==> config.mk <==
export PLATFORM = sky130hd
export DESIGN_NAME = arf132b192e1r1w0cbbehcaa4acw_msff_pipe
export DESIGN_NICKNAME = d
export VERILOG_FILES = /design/src/rtl/arf132b192e1r1w0cbbehcaa4acw_msff_pipe.sv
export SDC_FILE = /design/constraint.sdc
export NUM_CORES = 1
export LEC_CHECK = 0
export CAP_MARGIN = 20
export CORE_AREA = 2 2 39 41
export DETAILED_ROUTE_END_ITERATION = 12
export DIE_AREA = 0 0 41 43
export PLACE_DENSITY_LB_ADDON = 0.2
export SLEW_MARGIN = 10
export SYNTH_ARGS = -nofsm -noshare
export SYNTH_HDL_FRONTEND = slang
export SYNTH_SLANG_ARGS = --single-unit
==> constraint.sdc <==
create_clock -name clk -period 2.6 [get_ports clk]
set_input_delay 0.52 -clock clk [delete_from_list [all_inputs] [get_ports clk]]
set_output_delay 0.52 -clock clk [all_outputs]
set_load 0.02 [all_outputs]
==> src/rtl/arf132b192e1r1w0cbbehcaa4acw_msff_pipe.sv <==
// Elastic DEPTH-stage register pipeline with per-side valid/ready, bubble collapse,
// synchronous flush, programmable reset value and a registered occupancy count.
module arf132b192e1r1w0cbbehcaa4acw_msff_pipe #(
    parameter int                DWIDTH  = 1,
    parameter int                DEPTH   = 2,
    parameter logic [DWIDTH-1:0] RST_VAL = '0,
    parameter int                OCCW    = $clog2(DEPTH + 1)
) (
    input  logic              clk,
    input  logic              rst,
    input  logic              flush,
    input  logic              in_vld,
    output logic              in_rdy,
    input  logic [DWIDTH-1:0] in_data,
    output logic              out_vld,
    input  logic              out_rdy,
    output logic [DWIDTH-1:0] out_data,
    output logic [OCCW-1:0]   occ
);

    logic [DEPTH-1:0]  vld;
    logic [DEPTH-1:0]  adv;
    logic [DEPTH-1:0]  load;
    logic [DWIDTH-1:0] dat [DEPTH];
    logic              accept;
    logic              emit;

    // Advance ripples from the output side so a full pipeline streams at full rate.
    always_comb begin
        adv            = '0;
        adv[DEPTH-1]   = vld[DEPTH-1] & out_rdy;
        for (int i = DEPTH - 2; i >= 0; i--) begin
            adv[i] = vld[i] & (~vld[i+1] | adv[i+1]);
        end
    end

    assign in_rdy   = (~vld[0] | adv[0]) & ~flush & ~rst;
    assign out_vld  = vld[DEPTH-1] & ~flush & ~rst;
    assign out_data = dat[DEPTH-1];
    assign accept   = in_vld & in_rdy;
    assign emit     = out_vld & out_rdy;

    // A stage loads exactly when its upstream neighbour advances into it.
    always_comb begin
        load    = '0;
        load[0] = accept;
        for (int i = 1; i < DEPTH; i++) begin
            load[i] = adv[i-1];
        end
    end

    always_ff @(posedge clk) begin
        if (rst) begin
            vld <= '0;
            occ <= '0;
            for (int i = 0; i < DEPTH; i++) begin
                dat[i] <= RST_VAL;
            end
        end else if (flush) begin
            vld <= '0;
            occ <= '0;
        end else begin
            if (load[0]) begin
                dat[0] <= in_data;
            end
            for (int i = 1; i < DEPTH; i++) begin
                if (load[i]) begin
                    dat[i] <= dat[i-1];
                end
            end
            vld <= load | (vld & ~adv);
            case ({accept, emit})
                2'b10:   occ <= occ + OCCW'(1);
                2'b01:   occ <= occ - OCCW'(1);
                default: occ <= occ;
            endcase
        end
    end

    always_ff @(posedge clk) begin
        if (!rst) begin
            assert (occ == OCCW'($countones(vld)))
                else $error("occ out of step with valid stages");
            assert (occ <= OCCW'(DEPTH))
                else $error("occ exceeds depth");
            assert (!(emit && !accept && occ == '0))
                else $error("occ underflow");
            assert (!(accept && !emit && occ == OCCW'(DEPTH)))
                else $error("occ overflow");
        end
    end

endmodule

Word-level counts from Yosys, hierarchy flattened
Memories as Yosys holds them, arrays and structs flattened.
Index checks and enable logic that the tools add are counted.
Storage, ports and cells
  register bits: 4
  bits in latches: 0
  bits in writable memories: 2
  ROM bits: 0
  memories kept: 1
Operators by class
  add/sub/neg operators: 2
  multipliers: 0
  div/mod/pow operators: 0
  magnitude comparators: 0
  eq/ne operators: 2
  shifts and indexed selects: 0
  multiplexer cells: 13
  bitwise logic cells: 19
  reduce and logical (&&, ||, !) cells: 2
Memory list
  dat: depth 2, width 1, rd ports 2, clocked after Yosys merged registers in 0, write ports 2, RTL line 24  | logic [DWIDTH-1:0] dat [DEPTH];
Operator list (count)
  1-bit 2-to-1 mux: 12
  1-bit bitwise AND: 8
  1-bit NOT: 4
  1-bit bitwise OR: 4
  2-bit case mux with 2 select lines: 1
  2-bit by 1-bit adder with 2-bit output, second input constant: 1
  2-bit bitwise AND: 1
  2-bit by 1-bit equality test with 1-bit output, second input constant: 1
  2-bit equality test, second input constant: 1
  2-bit NOT: 1
  2-bit bitwise OR: 1
  2-bit nonzero test: 1
  2-bit OR reduction: 1
  2-bit by 1-bit subtractor with 2-bit output, second input constant: 1

Logic depth before layout (Yosys ltp)
  depth after elaboration: 12
  gate-level depth with buffers: 7

Worst setup path after synthesis
No wires, ideal clock.
  path type: in2reg
  start point: input out_rdy
  end point: register occ[1]
  setup time: 0.070 ns
  data arrival time: 1.931 ns
  path slack: 0.599 ns
  stages on the path: 6
  buffers on the path: 0
  cells stage by stage: and3b_1 -> nor3_2 -> nand2_1 -> ha_1 -> or3_1 -> a21boi_1
On the way
  cells in the longest elaborated chain, start to end: 9
Ends and longest elaborated chain
  start: declaration: RTL line 16  | input logic out_rdy,
  1-bit bitwise AND *: RTL line 31  | adv[DEPTH-1] = vld[DEPTH-1] & out_rdy;
  1-bit bitwise OR *: RTL line 33  | adv[i] = vld[i] & (~vld[i+1] | adv[i+1]);
  1-bit bitwise AND *: RTL line 33
  1-bit bitwise OR *: RTL line 37  | assign in_rdy = (~vld[0] | adv[0]) & ~flush & ~rst;
  1-bit bitwise AND * (2 in a row): RTL line 37
  via in_rdy: RTL line 13  | output logic in_rdy,
  1-bit bitwise AND *: RTL line 40  | assign accept = in_vld & in_rdy;
  2-bit by 1-bit equality test with 1-bit output / 2-bit equality test (equally long branches): RTL line 72  | case ({accept, emit})
  2-bit case mux with 2 select lines / 2-bit nonzero test (equally long branches)
  end signal: assignment: RTL line 73  | 2'b10: occ <= occ + OCCW'(1);
  end signal: assignment: RTL line 74  | 2'b01: occ <= occ - OCCW'(1);
  end: declaration: RTL line 18  | output logic [OCCW-1:0] occ
The timed path passes the listed nets; every way through them passes the cells marked *.
A chain may end at the register's enable or synchronous reset.

Worst setup path in the final report
  start point: input out_rdy
  end point: output in_rdy
On the way
  cells in the longest elaborated chain, start to end: 6
Ends and longest elaborated chain (RTL line)
  1-bit bitwise AND: 31
  1-bit bitwise OR: 33
  1-bit bitwise AND: 33
  1-bit bitwise OR: 37
  1-bit bitwise AND (2 in a row): 37
  end: declaration: 13
Every way passes these cells.

==> flow_summary.json <==
{
  "start_util_pct": 21.7,
  "port_buffers": 10,
  "postSynthAreaPerCell_sq_um": 10.4,
  "mostFrequentLayoutCells": "clkdlybuf4s50_1, dfxtp_1, and3_1, clkbuf_4",
  "ctsResizeCount": 0,
  "synth-seq-cells": 6,
  "first_pass_iters": 4,
  "io_pins": 11,
  "final_nets": 53,
  "ant_nets": 0,
  "syn_inst": 29,
  "hold_violations": 0,
  "tns_ps": 0,
  "mostFrequentLayoutCell": "clkdlybuf4s50_1",
  "switchingPower_mw": 0.0475,
  "whs_ps": 480,
  "antenna_found_initial": 0,
  "track_usage_pct": 9.46,
  "power_leakage_nw": 0.181,
  "cts_buffers": 3,
  "num_rows": 14,
  "power_frac_seq_pct": 46.8,
  "post-cts-setup-buffer-count": 0,
  "cts_buffer_depth": 2,
  "drc": 0,
  "critPathKind": "in -> out",
  "pwr-share-clk_pct": 39.3,
  "path_cells": "clkdlybuf4s50_1, and3b_1, nor3_2, clkdlybuf4s50_1",
  "finalCritPeriodShare_pct": 96.9,
  "power_density_nw_per_um2": 476,
  "diodes": 0,
  "routed_wl_microns": 579,
  "critPathBufInv": 2,
  "cp.arrival_ps": 2000,
  "crit_path_end_kind": "primary output",
  "clk-insertion-delay-late_ps": 240,
  "cts_tree": "built",
  "cts-root-buf": "clkbuf_4",
  "synthDistinctLibCells": 20,
  "dieArea_sq_um": 1760,
  "dieWidth_microns": 41,
  "critPathTopFamily": "buffers and inverters",
  "max_slew_margin_pct": 85.7,
  "synth_nets": 36,
  "rsz0062_at_grt": "false",
  "die_h_microns": 43,
  "drt_iter0_drc": 5,
  "vias": 264,
  "setup_violations": 0,
  "p_sw_share_pct": 21.8,
  "grt_max_degree": 6,
  "gp_congestion": 0.703,
  "grt_first_pass_wirelength_microns": 1040,
  "critPathMaxStageDelay_ps": 630,
  "worstHoldPathType": "reg -> reg",
  "p_int_mw": 0.171,
  "drive_gt1_share_pct": 15.9,
  "slew_violations": 0,
  "overflow": 0,
  "tightest_slew_ps": 214,
  "cts.clk_slew.worst_paths_ps": 50,
  "post_drt_wl_per_cell_microns": 9.65,
  "crit_top_cell": "clkdlybuf4s50_1",
  "dp_hpwl_microns": 481,
  "cpMaxStageDelayCell": "clkdlybuf4s50_1",
  "cts_sinks": 6,
  "syn_to_final_growth_pct": 52.5,
  "htree_levels": 1,
  "power_frac_comb_pct": 13.8,
  "vias_per_cell": 4.40,
  "period_minus_slack_ps": 2520,
  "grt_pass1_vias": 264,
  "ys_warn_count": 0,
  "outcome": "finished clean",
  "ys_seq_area_share_pct": 46.7,
  "synth.cell_area_sq_um": 300,
  "max_freq_ghz": 0.397,
  "clock_skew_ps": 1.99,
  "worstPathRequired_ps": 2080,
  "worst_setup_path_start_kind": "input port",
  "path_max_fanout": 3,
  "total_power_mw": 0.218,
  "core-area_sq_um": 1380,
  "drv_cap": 0,
  "holdBufCountCts": 0,
  "ir_drop_mv": 0.193
}
==> cells in the mapped netlist <==
master | count | area [sq um]
edfxtp_1 | 2 | 60.1
xor2_1 | 1 | 8.76
dfxtp_1 | 4 | 80.1
or2_2 | 1 | 6.26
nor2b_1 | 1 | 6.26
nor2_1 | 1 | 3.75
nand2b_1 | 2 | 12.5
o21a_1 | 2 | 15.0
and2_1 | 1 | 6.26
a21boi_1 | 1 | 7.51
nor3_1 | 1 | 5.00
ha_1 | 1 | 12.5
and3_1 | 3 | 18.8
xnor2_1 | 1 | 8.76
or3_1 | 1 | 6.26
nand2_1 | 1 | 3.75
o21ai_0 | 1 | 5.00
and3b_1 | 1 | 8.76
nor3_2 | 1 | 10.0
o21bai_1 | 2 | 15.0
==> cell families (layout without fill, tap and decap cells) <==
family / count (synthesis) / count (layout) / synth area share [%]
AND/OR/NAND/NOR: 14 / 14 / 29.2
AO/OA/AOI/OAI: 6 / 6 / 14.2
flip-flops: 6 / 6 / 46.7
XOR/XNOR: 2 / 2 / 5.83
adder cells (fa/ha/maj): 1 / 1 / 4.17
buffers and inverters: 0 / 15 / 0
==> worst reg2reg max path, cell delays in order, from the launching register on <==
cell and delay, ps:
dfxtp_1 330, and3b_1 220, nor3_2 140, buf_4 140
nand2_1 50, ha_1 310, or3_1 350, a21boi_1 130
==> power groups by stage <==
stage	Clock, mW	Sequential (mW)	Combinational [mW]
CTS	0.0906	0.102	0.0306
finish	0.0858	0.102	0.0302
global route	0.0985	0.102	0.0332
global placement	0	0.104	0.0303
floorplan	0	0.105	0.0107
detailed placement	0	0.104	0.0305
==> path summary, 6_finish.rpt <==
kind | end | slack, ps | from | cells after the start
hold reg to reg | occ[1] | 480 | occ[1] | 2
setup reg to reg | occ[1] | 850 | vld[0] | 7
setup / recovery | in_rdy | 80 | out_rdy | 4
hold / removal | occ[1] | 480 | occ[1] | 2
==> metal layers <==
metal	GRT usage, %	part of all wire [%]
met2	11.9	49
met3	7.85	5.0
met5	0	0
met4	6.00	1.6
met1	10.4	44
==> area by class of cell <==
class,instances,area [sq um]
tap,16,20.0
clock buffer,3,22.5
multi-input combinational,23,160
timing repair buffer,12,115
fill,162,926
sequential,6,140
==> stage by stage <==
stage / utilization [%] / area [sq um] / setup WS, ps / instances
after floorplan: - / 300 / 599 / 29
after global placement: 31.5 / 435 / 85.9 / 57
after detailed placement: 31.5 / 435 / 75.7 / 57
after CTS: 33.1 / 458 / 73.8 / 60
after global routing: 33.1 / 458 / 1.58 / 60
final: 33.1 / 458 / 80.4 / 60
==> registers in the layout, indices dropped and copies added, names as in the netlist <==
name and flops:
occ 2, dat 2, vld 2
(Power assumes the default switching activity.)
